==> config.mk <==
export PLATFORM = sky130hd
export DESIGN_NAME = chunked_compare
export DESIGN_NICKNAME = d
export VERILOG_FILES = /design/src/rtl/cmp_pkg.sv /design/src/rtl/chunk_cmp.sv /design/src/rtl/chunked_compare.sv
export SDC_FILE = /design/constraint.sdc
export NUM_CORES = 1
export LEC_CHECK = 0
export BUFFER_PORTS_ARGS = -buffer_cell sky130_fd_sc_hd__buf_2
export CORE_MARGIN = 3
export CORE_UTILIZATION = 45
export CTS_CLUSTER_SIZE = 14
export DETAILED_ROUTE_END_ITERATION = 6
export GPL_ROUTABILITY_DRIVEN = 0
export MAX_ROUTING_LAYER = met4
export PLACE_DENSITY = 0.8
export SLEW_MARGIN = 20
export SYNTH_ARGS = -nofsm -noshare
export SYNTH_HDL_FRONTEND = slang
export SYNTH_SLANG_ARGS = --single-unit
==> constraint.sdc <==
create_clock -name clk -period 6.7 [get_ports clk]
set_input_delay 0.335 -clock clk [delete_from_list [all_inputs] [get_ports clk]]
set_output_delay 0.335 -clock clk [all_outputs]
set_load 0.05 [all_outputs]
==> src/rtl/cmp_pkg.sv <==
// Shared mode codes, state encoding and result helper for the chunked comparator.
package cmp_pkg;

    localparam logic [1:0] CMP_EQ  = 2'b00;
    localparam logic [1:0] CMP_NE  = 2'b01;
    localparam logic [1:0] CMP_LT  = 2'b10;
    localparam logic [1:0] CMP_LTU = 2'b11;

    localparam logic [1:0] ST_IDLE = 2'd0;
    localparam logic [1:0] ST_SCAN = 2'd1;
    localparam logic [1:0] ST_HOLD = 2'd2;

    // Map a resolved (eq, lt) pair onto the requested comparison.
    function automatic logic cmp_result(input logic [1:0] mode, input logic eq, input logic lt);
        case (mode)
            CMP_EQ:  cmp_result = eq;
            CMP_NE:  cmp_result = ~eq;
            default: cmp_result = lt;
        endcase
    endfunction

endpackage

==> src/rtl/chunk_cmp.sv <==
// Combinational W-bit chunk comparator; signed ordering only when is_signed is set.
module chunk_cmp #(
    parameter int W = 8
) (
    input  logic [W-1:0] a,
    input  logic [W-1:0] b,
    input  logic         is_signed,
    output logic         eq,
    output logic         lt
);

    always_comb begin
        eq = (a == b);
        if (is_signed)
            lt = ($signed(a) < $signed(b));
        else
            lt = (a < b);
    end

endmodule

==> src/rtl/chunked_compare.sv <==
// Multi-cycle EQ/NE/LT/LTU comparator scanning W bits per cycle, MSB chunk first.
// Build option CMP_EARLY_EXIT_EN: leave SCAN at the first mismatching chunk.
//
//  state   | meaning
//  --------+---------------------------------------------------------
//  ST_IDLE | waiting for operands, in_ready high
//  ST_SCAN | comparing chunk idx of the captured operands, one per cycle
//  ST_HOLD | Z valid, waiting for out_ready
module chunked_compare
    import cmp_pkg::*;
#(
    parameter int N = 32,
    parameter int W = 8
) (
    input  logic         clk,
    input  logic         rstb,
    input  logic         in_valid,
    output logic         in_ready,
    input  logic [N-1:0] X,
    input  logic [N-1:0] Y,
    input  logic [1:0]   mode,
    input  logic         abort,
    output logic         out_valid,
    input  logic         out_ready,
    output logic         Z
);

    localparam int NC = N / W;
    localparam int IW = (NC > 1) ? $clog2(NC) : 1;

    logic [1:0]    state;
    logic [IW-1:0] idx;
    logic [N-1:0]  xr;
    logic [N-1:0]  yr;
    logic [1:0]    mr;

    logic [W-1:0]  xc;
    logic [W-1:0]  yc;
    logic          top_signed;
    logic          ceq;
    logic          clt;

`ifndef CMP_EARLY_EXIT_EN
    logic          found;
    logic          lt_l;
`endif

    always_comb begin
        xc = '0;
        yc = '0;
        for (int i = 0; i < NC; i++) begin
            if (idx == IW'(i)) begin
                xc = xr[i*W +: W];
                yc = yr[i*W +: W];
            end
        end
    end

    // Only the sign-bearing top chunk is compared signed, and only for LT.
    assign top_signed = (mr == CMP_LT) && (idx == IW'(NC - 1));

    chunk_cmp #(.W(W)) u_chunk_cmp (
        .a         (xc),
        .b         (yc),
        .is_signed (top_signed),
        .eq        (ceq),
        .lt        (clt)
    );

    assign in_ready  = (state == ST_IDLE);
    assign out_valid = (state == ST_HOLD);

    always_ff @(posedge clk or negedge rstb) begin
        if (!rstb) begin
            state <= ST_IDLE;
            idx   <= IW'(NC - 1);
            xr    <= '0;
            yr    <= '0;
            mr    <= '0;
            Z     <= 1'b0;
`ifndef CMP_EARLY_EXIT_EN
            found <= 1'b0;
            lt_l  <= 1'b0;
`endif
        end else begin
            case (state)
                ST_IDLE: begin
                    if (in_valid && !abort) begin
                        xr    <= X;
                        yr    <= Y;
                        mr    <= mode;
                        idx   <= IW'(NC - 1);
                        state <= ST_SCAN;
`ifndef CMP_EARLY_EXIT_EN
                        found <= 1'b0;
                        lt_l  <= 1'b0;
`endif
                    end
                end
                ST_SCAN: begin
                    if (abort) begin
                        state <= ST_IDLE;
                    end else begin
`ifdef CMP_EARLY_EXIT_EN
                        if (!ceq) begin
                            Z     <= cmp_result(mr, 1'b0, clt);
                            state <= ST_HOLD;
                        end else if (idx == '0) begin
                            Z     <= cmp_result(mr, 1'b1, 1'b0);
                            state <= ST_HOLD;
                        end else begin
                            idx <= idx - IW'(1);
                        end
`else
                        // First mismatch is frozen; later chunks cannot change the outcome.
                        if (idx == '0) begin
                            if (found)
                                Z <= cmp_result(mr, 1'b0, lt_l);
                            else if (!ceq)
                                Z <= cmp_result(mr, 1'b0, clt);
                            else
                                Z <= cmp_result(mr, 1'b1, 1'b0);
                            state <= ST_HOLD;
                        end else begin
                            if (!found && !ceq) begin
                                found <= 1'b1;
                                lt_l  <= clt;
                            end
                            idx <= idx - IW'(1);
                        end
`endif
                    end
                end
                ST_HOLD: begin
                    if (abort || out_ready)
                        state <= ST_IDLE;
                end
                default: state <= ST_IDLE;
            endcase
        end
    end

endmodule
==> flow_summary.yaml, run 1 <==
timing:
  relSlewSlack: 0.3278
  period_share: 0.6072
  period_needed_ns: 4.068
  setup_viol: 0
  clock_skew_ns: 0.009102
  whs_ns: 0.1681
  rsz0062_at_grt: "false"
  tns_ns: 0
  fmax_mhz: 245.8
  hold_viol_final: 0
  drv_slew: 0
  tightest_slew_ns: 1.006
clock_tree:
  cts_tree: "yes"
  clkTransAtPathRegs_ns: 0.08
  holdBufCountCts: 0
  cts_buffers: 9
  postCtsSetupBuffers: 0
  clock_latency_ns: 0.35
  cts_sinks: 73
  clockRootBuffer: "clkbuf_8"
  ctsHtreeMaxLevel: 3
  cts_resized: 0
  clk_path_buf_depth: 2
synthesis:
  avgSynthCellArea_um2: 8.134
  synth-edff-count: 0
  yosysWarnings: 0
  async_flop_share: 1.000
  synth-seq-cells: 73
  ys.flop_type: "dfrtp_1"
  yosysSeqAreaShare: 0.5170
  synth_most_common_cell: "nand2_1"
  synth_largest_area_cell: "dfrtp_1"
  synth_nets: 518
  synth_top_cells_by_count: "213 x nand2_1, 71 x dfrtp_1, 21 x a21oi_1"
  yosys-top-cells-area: "dfrtp_1 50%, nand2_1 23%, ha_1 4.2%"
  yosysTopAreaCellShare: 0.5021
  synthDistinctLibCells: 28
  syn_area_um2: 3538
  synthCells: 435
global_routing:
  track_usage: 0.2002
  gr-total-overflow: 0
  antenna_found_initial: 0
  grt_pass1_vias: 2991
  grt_max_degree: 74
  grt_pass1_wl_um: 13570
floorplanning:
  core_area_um2: 7447
  die-area_um2: 8963
  initial_core_util: 0.4751
  dieHeight_um: 94.68
  die_x_um: 94.68
  num_io_pins: 74
  rows: 31
finish:
  nets: 581
  register_area_um2: 1829
  n_antenna_cell: 0
  syn_to_final_growth_pct: 18.53
  multi_input_comb_area_um2: 1589
  fillCellCount: 701
  final_cell_count_no_fill: 602
  finish.utilization: 0.5632
  drive_gt1_frac: 0.1928
status:
  status: "completed"
pwr:
  p_per_area_nw_per_um2: 392.2
  p_sw_uw: 624.7
  p_int_mw: 1.020
  seqPwrFrac: 0.388
  p_total_mw: 1.645
  leakage_nw: 2.224
  p_sw_frac: 0.3797
  irDropWorstVdd_v: 0.0001458
  clkPwrFrac: 0.244
  combPwrFrac: 0.369
detailed_routing:
  viasPerCell: 5.023
  wl_um: 8315
  ant_nets: 0
  vias: 3024
  drt-pass1-iter-count: 4
  wl_per_cell_um: 13.81
  drtIter0Drc: 233
  post-route-drc-count: 0
worst_setup_path:
  path_cells: "inv_1 > ha_1 > nor2b_1 > a221oi_1 > nor3_1 > a21oi_1 > ha_1 > nand4_1 > nor3_1 > mux2i_1 > a31oi_1 > a41oi_1"
  required_ns: 6.96
  end_kind: "register"
  worst-path-buf-inv: 1
  reg2regPathDepth: 12
  start_kind: "register"
  cpMaxStageDelayCell: "nor2b_1"
  r2r_start: "idx[1]"
  path_delay_family: "simple AND/OR/NAND/NOR gates"
  r2r_setup_slack_ns: 2.63
  cp.arrival_ns: 4.32
  cp_max_fo: 18
  cp.depth: 12
  max_stage_delay_ns: 0.86
  cp-startpoint: "idx[1]"
  path_class: "register to register"
placement:
  portBuffers: 73
  dp.cells: 586
  hpwlAfterDp_um: 6111
flow_run:
  maxCapViolations: 0
hold_path:
  hp-class: "primary input to register"
  hold_depth: 3
  hp-start: "X[7]"
==> worst min-delay path, stage by stage <==
cell and delay [ns]:
buf_2 0.07, nand2_1 0.04, nand2_1 0.04
==> routing by layer <==
metal / global-route usage / up-vias / wire, um
li1: - / 1538 / -
met1: 0.2636 / 1381 / 3819
met2: 0.3065 / 91 / 3908
met3: 0.04303 / 14 / 435
met4: 0.07212 / 0 / 150
met5: - / - / 0
==> layout by cell type (no fill, tap or decap), types with 10 or more instances in the layout <==
| cell type | n |
|---|---|
| nor2b_1 | 12 |
| dfrtp_1 | 71 |
| o21ai_0 | 11 |
| buf_2 | 73 |
| nor2_1 | 17 |
| nand2_1 | 213 |
| a21oi_1 | 21 |
| ha_1 | 12 |
| nor3_1 | 11 |
| clkbuf_8 | 11 |
| a22oi_1 | 10 |
==> final cells by class <==
type	instances	area share
inverter	5	0.004475
clock buffer	11	0.03610
multi-input combinational	332	0.3789
clock inverter	5	0.02058
timing repair buffer	77	0.09427
sequential	73	0.4362
tap	99	0.02953
==> sequential cells by signal, indices dropped and copies added (netlist names) <==
signal,cells
lt_l,1
Z,1
mr,2
yr,32
state,2
xr,32
idx,2
found,1
==> metrics by stage <==
stage	instance area, um^2	setup WS, ns
3_5_place_dp	3956	2.803
2_1_floorplan	3538	3.624
5_1_grt	4194	2.338
4_1_cts	4194	2.735
3_3_place_gp	3956	3.063
6_report	4194	2.632
==> power by group through the flow <==
stage                     Clock [mW]  Sequential [mW]  Combinational (mW)
final                          0.401            0.638               0.606
after detailed placement           0            0.643               0.601
after CTS                      0.404            0.636               0.604
after global placement             0            0.642               0.561
after floorplan                    0            0.620               0.455
after global routing           0.423            0.650               0.691
==> final timing paths <==
path / endpoint
max in group asynchronous: mr[1]
worst max register to register: Z
worst min register to register: yr[3]
worst min-delay path: xr[7]
worst max-delay path: Z
min in group asynchronous: yr[21]
==> cells by family (layout without fill, tap and decap cells) <==
group           Yosys count  count (layout)  synth area share
buf+inv                  30              98           0.03572
simple gates            262             262            0.2999
flops                    73              73            0.5170
compound gates           56              56           0.09936
mux                       2               2          0.005658
fa+ha+maj                12              12           0.04243
Power figures use the tool's default switching activity.
==> inputs of run 2 (changes only) <==
- ABC_AREA: unset -> 1
- PLACE_DENSITY: 0.8 -> 0.82
- clock period: 6.7 -> 3.65 ns (I/O delays scaled with it)
==> run 2 against run 1 <==
Flip-flop and latch count unchanged. Highest routed layer unchanged. Count of clock-buffer cells in the layout increased by 1. Synthesized area increased by 1.4%. Via count increased by 2.4%. Sequential share of layout area is essentially flat. First-iteration DRC count is 14% lower. Critical path depth grew 5. Largest cell class unchanged. Clock power is 58% higher.
==> flow_summary.yaml, run 2 <==
timing:
  relSlewSlack: 0.5562
  tns_ns: 0
  hold_viol_final: 0
  drv_slew: 0
  layout_setup_ws_ns: 0.4418
  period_share: 0.8790
  whs_ns: 0.009168
  period_needed_ns: 3.208
  fmax_mhz: 311.7
  clock_skew_ns: 0.006254
  setup_viol: 0
  tightest_slew_ns: 0.6657
  rsz0062_at_grt: "false"
clock_tree:
  clock_latency_ns: 0.35
  cts_tree: "yes"
  cts_buffers: 9
  clkTransAtPathRegs_ns: 0.07
  clk_path_buf_depth: 2
  ctsHtreeMaxLevel: 3
  postCtsSetupBuffers: 0
  clockRootBuffer: "clkbuf_8"
  cts_sinks: 73
synthesis:
  synth_nets: 528
  yosys-top-cells-area: "dfrtp_1 50%, nand2_1 23%, ha_1 4.2%"
  ys.flop_type: "dfrtp_1"
  avgSynthCellArea_um2: 8.064
  async_flop_share: 1.000
  synth_most_common_cell: "nand2_1"
  synthDistinctLibCells: 28
  synth_top_cells_by_count: "224 x nand2_1, 71 x dfrtp_1, 21 x o21ai_0"
  syn_area_um2: 3588
  synth_largest_area_cell: "dfrtp_1"
  synth-seq-cells: 73
  synthCells: 445
  yosysWarnings: 0
  synth-edff-count: 0
  yosysSeqAreaShare: 0.5098
  yosysTopAreaCellShare: 0.4951
worst_setup_path:
  reg2regPathDepth: 17
  start_kind: "register"
  cp.arrival_ns: 3.49
  end_kind: "register"
  r2r_setup_slack_ns: 0.44
  cp_max_fo: 17
  worstReg2RegEnd: "Z"
  r2r_start: "idx[1]"
  path_class: "register to register"
  required_ns: 3.93
pwr:
  p_int_mw: 1.595
  p_per_area_nw_per_um2: 591.2
  leakage_nw: 2.290
  p_sw_uw: 886.9
  clkPwrFrac: 0.255
  irDropWorstVdd_v: 0.0002893
  p_sw_frac: 0.3574
  seqPwrFrac: 0.427
  combPwrFrac: 0.318
  p_total_mw: 2.482
global_routing:
  antenna_found_initial: 0
  grt_max_degree: 69
  track_usage: 0.2046
  gr-total-overflow: 0
  grt_pass1_wl_um: 13950
  grt_pass1_vias: 3079
hold_path:
  min_to: "state[1]"
  hp-class: "primary input to register"
  hp-start: "out_ready"
  hold_depth: 2
floorplanning:
  initial_core_util: 0.4794
  dieHeight_um: 95.30
  num_io_pins: 74
  core_area_um2: 7486
  die_x_um: 95.30
  rows: 31
  die-area_um2: 9082
finish:
  nets: 595
  drive_gt1_frac: 0.2031
  stdcell_area_um2: 4198
  n_antenna_cell: 0
  syn_to_final_growth_pct: 16.98
  mostFrequentLayoutCell: "nand2_1"
  final_cell_mix: "224 x nand2_1, 72 x buf_2, 71 x dfrtp_1"
  finish.utilization: 0.5608
  final_cell_count_no_fill: 616
  top_regs: "xr (32), yr (32)"
placement:
  portBuffers: 73
  post-place-ws_ns: 0.4913
  dp.cells: 599
  place_area_um2: 3988
  hpwlAfterDp_um: 5927
flow_run:
  maxCapViolations: 0
detailed_routing:
  post-route-drc-count: 0
  ant_nets: 0
  wl_per_cell_um: 13.39
  drt-pass1-iter-count: 4
  wl_um: 8248
  drtIter0Drc: 200
  viasPerCell: 5.028
  vias: 3097
status:
  status: "completed"
-- run 2: cell types whose count changed after synthesis, moves of 4 or more --
cell and change:
inv_1 +12, a21oi_1 -5, nand2_1 +11, clkbuf_1 -13
nor2b_1 -12, o21ai_0 +10, nor3_1 -11, o31ai_1 +4
buf_2 +5
-- run 2: logic make-up after synthesis --
| group | Yosys count | synth area share |
|---|---|---|
| simple gates | 252 | 0.2762 |
| flops | 73 | 0.5098 |
| compound gates | 65 | 0.1123 |
| buf+inv | 43 | 0.05997 |
| fa+ha+maj | 12 | 0.04184 |
-- run 2: timing repair --
action | in CTS | in global routing
hold endpoints to repair | 0 | 46
gates resized for setup | 0 | 0
hold buffers | 0 | 1
endpoints found under the setup margin | 0 | 0
-- run 2: worst max-delay path by stage --
stage           start  endpoint  slack (ns)  cells past startpoint
5_1_grt        idx[1]         Z        0.20                     17
2_1_floorplan  idx[1]         Z        1.08                     19
3_5_place_dp   idx[1]         Z        0.49                     16
4_1_cts        idx[1]         Z        0.47                     16
6_report       idx[1]         Z        0.44                     17
3_3_place_gp   idx[1]         Z        0.71                     18
-- run 2: power groups by stage --
stage	registers (mW)	clock network (mW)	logic, mW
after floorplan	1.05	0	0.576
after global placement	1.07	0	0.738
after detailed placement	1.07	0	0.777
after CTS	1.06	0.641	0.782
after global routing	1.07	0.682	0.912
final	1.06	0.633	0.789
-- run 2: layout make-up --
| type | count | area [um^2] |
|---|---|---|
| clock buffers | 12 | 145.1 |
| inverters | 20 | 75.07 |
| repair buffers | 79 | 427.9 |
| well taps | 99 | 123.9 |
| fillers | 666 | 3288 |
| multi-input cells | 329 | 1544 |
| clock inverters | 4 | 52.55 |
| flip-flops and latches | 73 | 1829 |
-- run 2: per-layer routing --
layer / vias up / part of all wire / track usage
li1: 1549 / - / -
met1: 1453 / 0.43 / 0.2597
met2: 84 / 0.50 / 0.3271
met3: 11 / 0.050 / 0.04893
met4: 0 / 0.018 / 0.06010
met5: - / 0 / -
-- run 2: worst max-delay path: stages (launching register included) --
cell     delay, ns
dfstp_2       0.56
inv_1         0.06
ha_1          0.41
nor2_4        0.42
a22oi_1       0.10
o21ai_0       0.24
o21ai_0       0.15
ha_1          0.34
a21o_1        0.18
nor2_1        0.16
nand2_1       0.08
nand2_1       0.05
nand2_1       0.06
nand2_1       0.06
nand2_1       0.05
nand2_1       0.05
nand2_1       0.06
a21oi_2       0.11
==> inputs of run 3 (changes only) <==
- REMOVE_ABC_BUFFERS: unset -> 1
==> run 3 against run 2 <==
Hold slack improved by 0.012 ns. Critical path depth down 3. Wire length decreased by 0.34%. Die area unchanged. Largest power group unchanged.
==> flow_summary.yaml, run 3 (synthesized netlist as in run 2, its figures left out) <==
status:
  status: "completed"
flow_run:
  maxCapViolations: 0
detailed_routing:
  drtIter0Drc: 169
  vias: 3072
  ant_nets: 0
  wl_per_cell_um: 13.32
  viasPerCell: 4.979
  wl_um: 8220
  post-route-drc-count: 0
  drt-pass1-iter-count: 6
pwr:
  combPwrFrac: 0.311
  clkPwrFrac: 0.264
  p_per_area_nw_per_um2: 592.9
  p_total_mw: 2.492
  p_sw_frac: 0.3469
  p_sw_uw: 864.3
  p_int_mw: 1.627
  leakage_nw: 2.296
  seqPwrFrac: 0.424
  irDropWorstVdd_v: 0.0002584
timing:
  period_share: 0.8892
  relSlewSlack: 0.3607
  fmax_mhz: 308.1
  rsz0062_at_grt: "false"
  tns_ns: 0
  setup_viol: 0
  hold_viol_final: 0
  tightest_slew_ns: 0.9590
  clock_skew_ns: 0.01112
  period_needed_ns: 3.246
  drv_slew: 0
clock_tree:
  cts_sinks: 73
  cts_buffers: 9
  clk_path_buf_depth: 2
  clkTransAtPathRegs_ns: 0.07
  clockRootBuffer: "clkbuf_8"
  cts_tree: "yes"
  clock_latency_ns: 0.35
  ctsHtreeMaxLevel: 3
worst_setup_path:
  required_ns: 3.88
  end_kind: "register"
  start_kind: "register"
  cpMostUsedCell: "o21ai_0"
  max_stage_delay_ns: 0.56
  cp_max_fo: 17
  path_class: "register to register"
  path_cells: "inv_1 > ha_1 > nor2_4 > a22oi_1 > o21ai_0 > o21ai_0 > ha_1 > nand2_1 > nor2_1 > nand4_1 > nand3_1 > a21oi_2 > nand2_1 > o21ai_0"
  cpMaxStageDelayCell: "dfstp_2"
  worst-path-buf-inv: 1
  path_delay_family: "simple AND/OR/NAND/NOR gates"
  cp.arrival_ns: 3.47
global_routing:
  track_usage: 0.2039
  grt_pass1_vias: 3032
  grt_pass1_wl_um: 13960
  grt_max_degree: 68
  gr-total-overflow: 0
  antenna_found_initial: 0
finish:
  final_cell_mix: "224 x nand2_1, 73 x buf_2, 71 x dfrtp_1"
  drive_gt1_frac: 0.2027
  top_regs: "xr (32), yr (32)"
  n_antenna_cell: 0
  syn_to_final_growth_pct: 17.12
  stdcell_area_um2: 4203
  nets: 596
  final_cell_count_no_fill: 617
  mostFrequentLayoutCell: "nand2_1"
floorplanning:
  die_x_um: 95.30
  core_area_um2: 7486
  die-area_um2: 9082
  dieHeight_um: 95.30
  rows: 31
  initial_core_util: 0.4794
  num_io_pins: 74
placement:
  place_area_um2: 3975
  hpwlAfterDp_um: 5636
  dp.cells: 599
  portBuffers: 73
hold_path:
  hp-class: "primary input to register"
run 3: metal layers:
metal | GRT usage | wire length (um) | vias to the layer above
met5 | - | 0 | -
met4 | 0.07813 | 166 | 0
met3 | 0.04893 | 493 | 19
met2 | 0.3096 | 3788 | 104
met1 | 0.2653 | 3771 | 1399
li1 | - | - | 1550
run 3: path summary, 6_finish.rpt:
| kind | startpoint | endpoint | slack, ns | depth (start not counted) |
|---|---|---|---|---|
| max in group asynchronous | rstb | yr[27] | 2.75 | 3 |
| worst min register to register | yr[30] | yr[30] | 0.48 | 2 |
| worst min-delay path | Y[12] | yr[12] | 0.02 | 3 |
| worst max-delay path | idx[1] | found | 0.40 | 14 |
| min in group asynchronous | rstb | xr[14] | 0.21 | 2 |
| worst max register to register | idx[1] | found | 0.40 | 14 |
run 3: timing repair:
action / 4_1_cts / 5_1_grt
buffers inserted: 0 / 0
endpoints found under the hold margin: 9 / 0
gates resized for setup: 0 / 0
hold buffers: 2 / 0
run 3: layout make-up:
cell class	instances	area, um^2
fill	673	3283
multi-input combinational	329	1544
clock buffer	14	172.7
timing repair buffer	80	422.9
sequential	73	1829
clock inverter	2	35.03
inverter	20	75.07
tap	99	123.9
run 3: power groups by stage:
stage / combinational (mW) / sequential, mW / clock (mW)
after detailed placement: 0.769 / 1.07 / 0
after CTS: 0.783 / 1.05 / 0.674
after global placement: 0.737 / 1.07 / 0
after floorplan: 0.547 / 1.05 / 0
after global routing: 0.927 / 1.07 / 0.706
final: 0.776 / 1.06 / 0.659
run 3: tightest hold or removal path, cell delays in order:
cell and delay, ns:
buf_2 0.07, nand2_1 0.04, nand2_1 0.04
run 3: metrics by stage:
| step | util | setup slack (ns) | hold slack [ns] |
|---|---|---|---|
| 4_1_cts | 0.5614 | 0.4171 | 0.009173 |
| 3_3_place_gp | 0.5310 | 0.7049 | 0.04299 |
| 2_1_floorplan | - | 1.002 | -0.1131 |
| 3_5_place_dp | 0.5310 | 0.4884 | 0.04278 |
| 6_report | 0.5614 | 0.4044 | 0.02092 |
| 5_1_grt | 0.5614 | 0.09407 | 0.006984 |
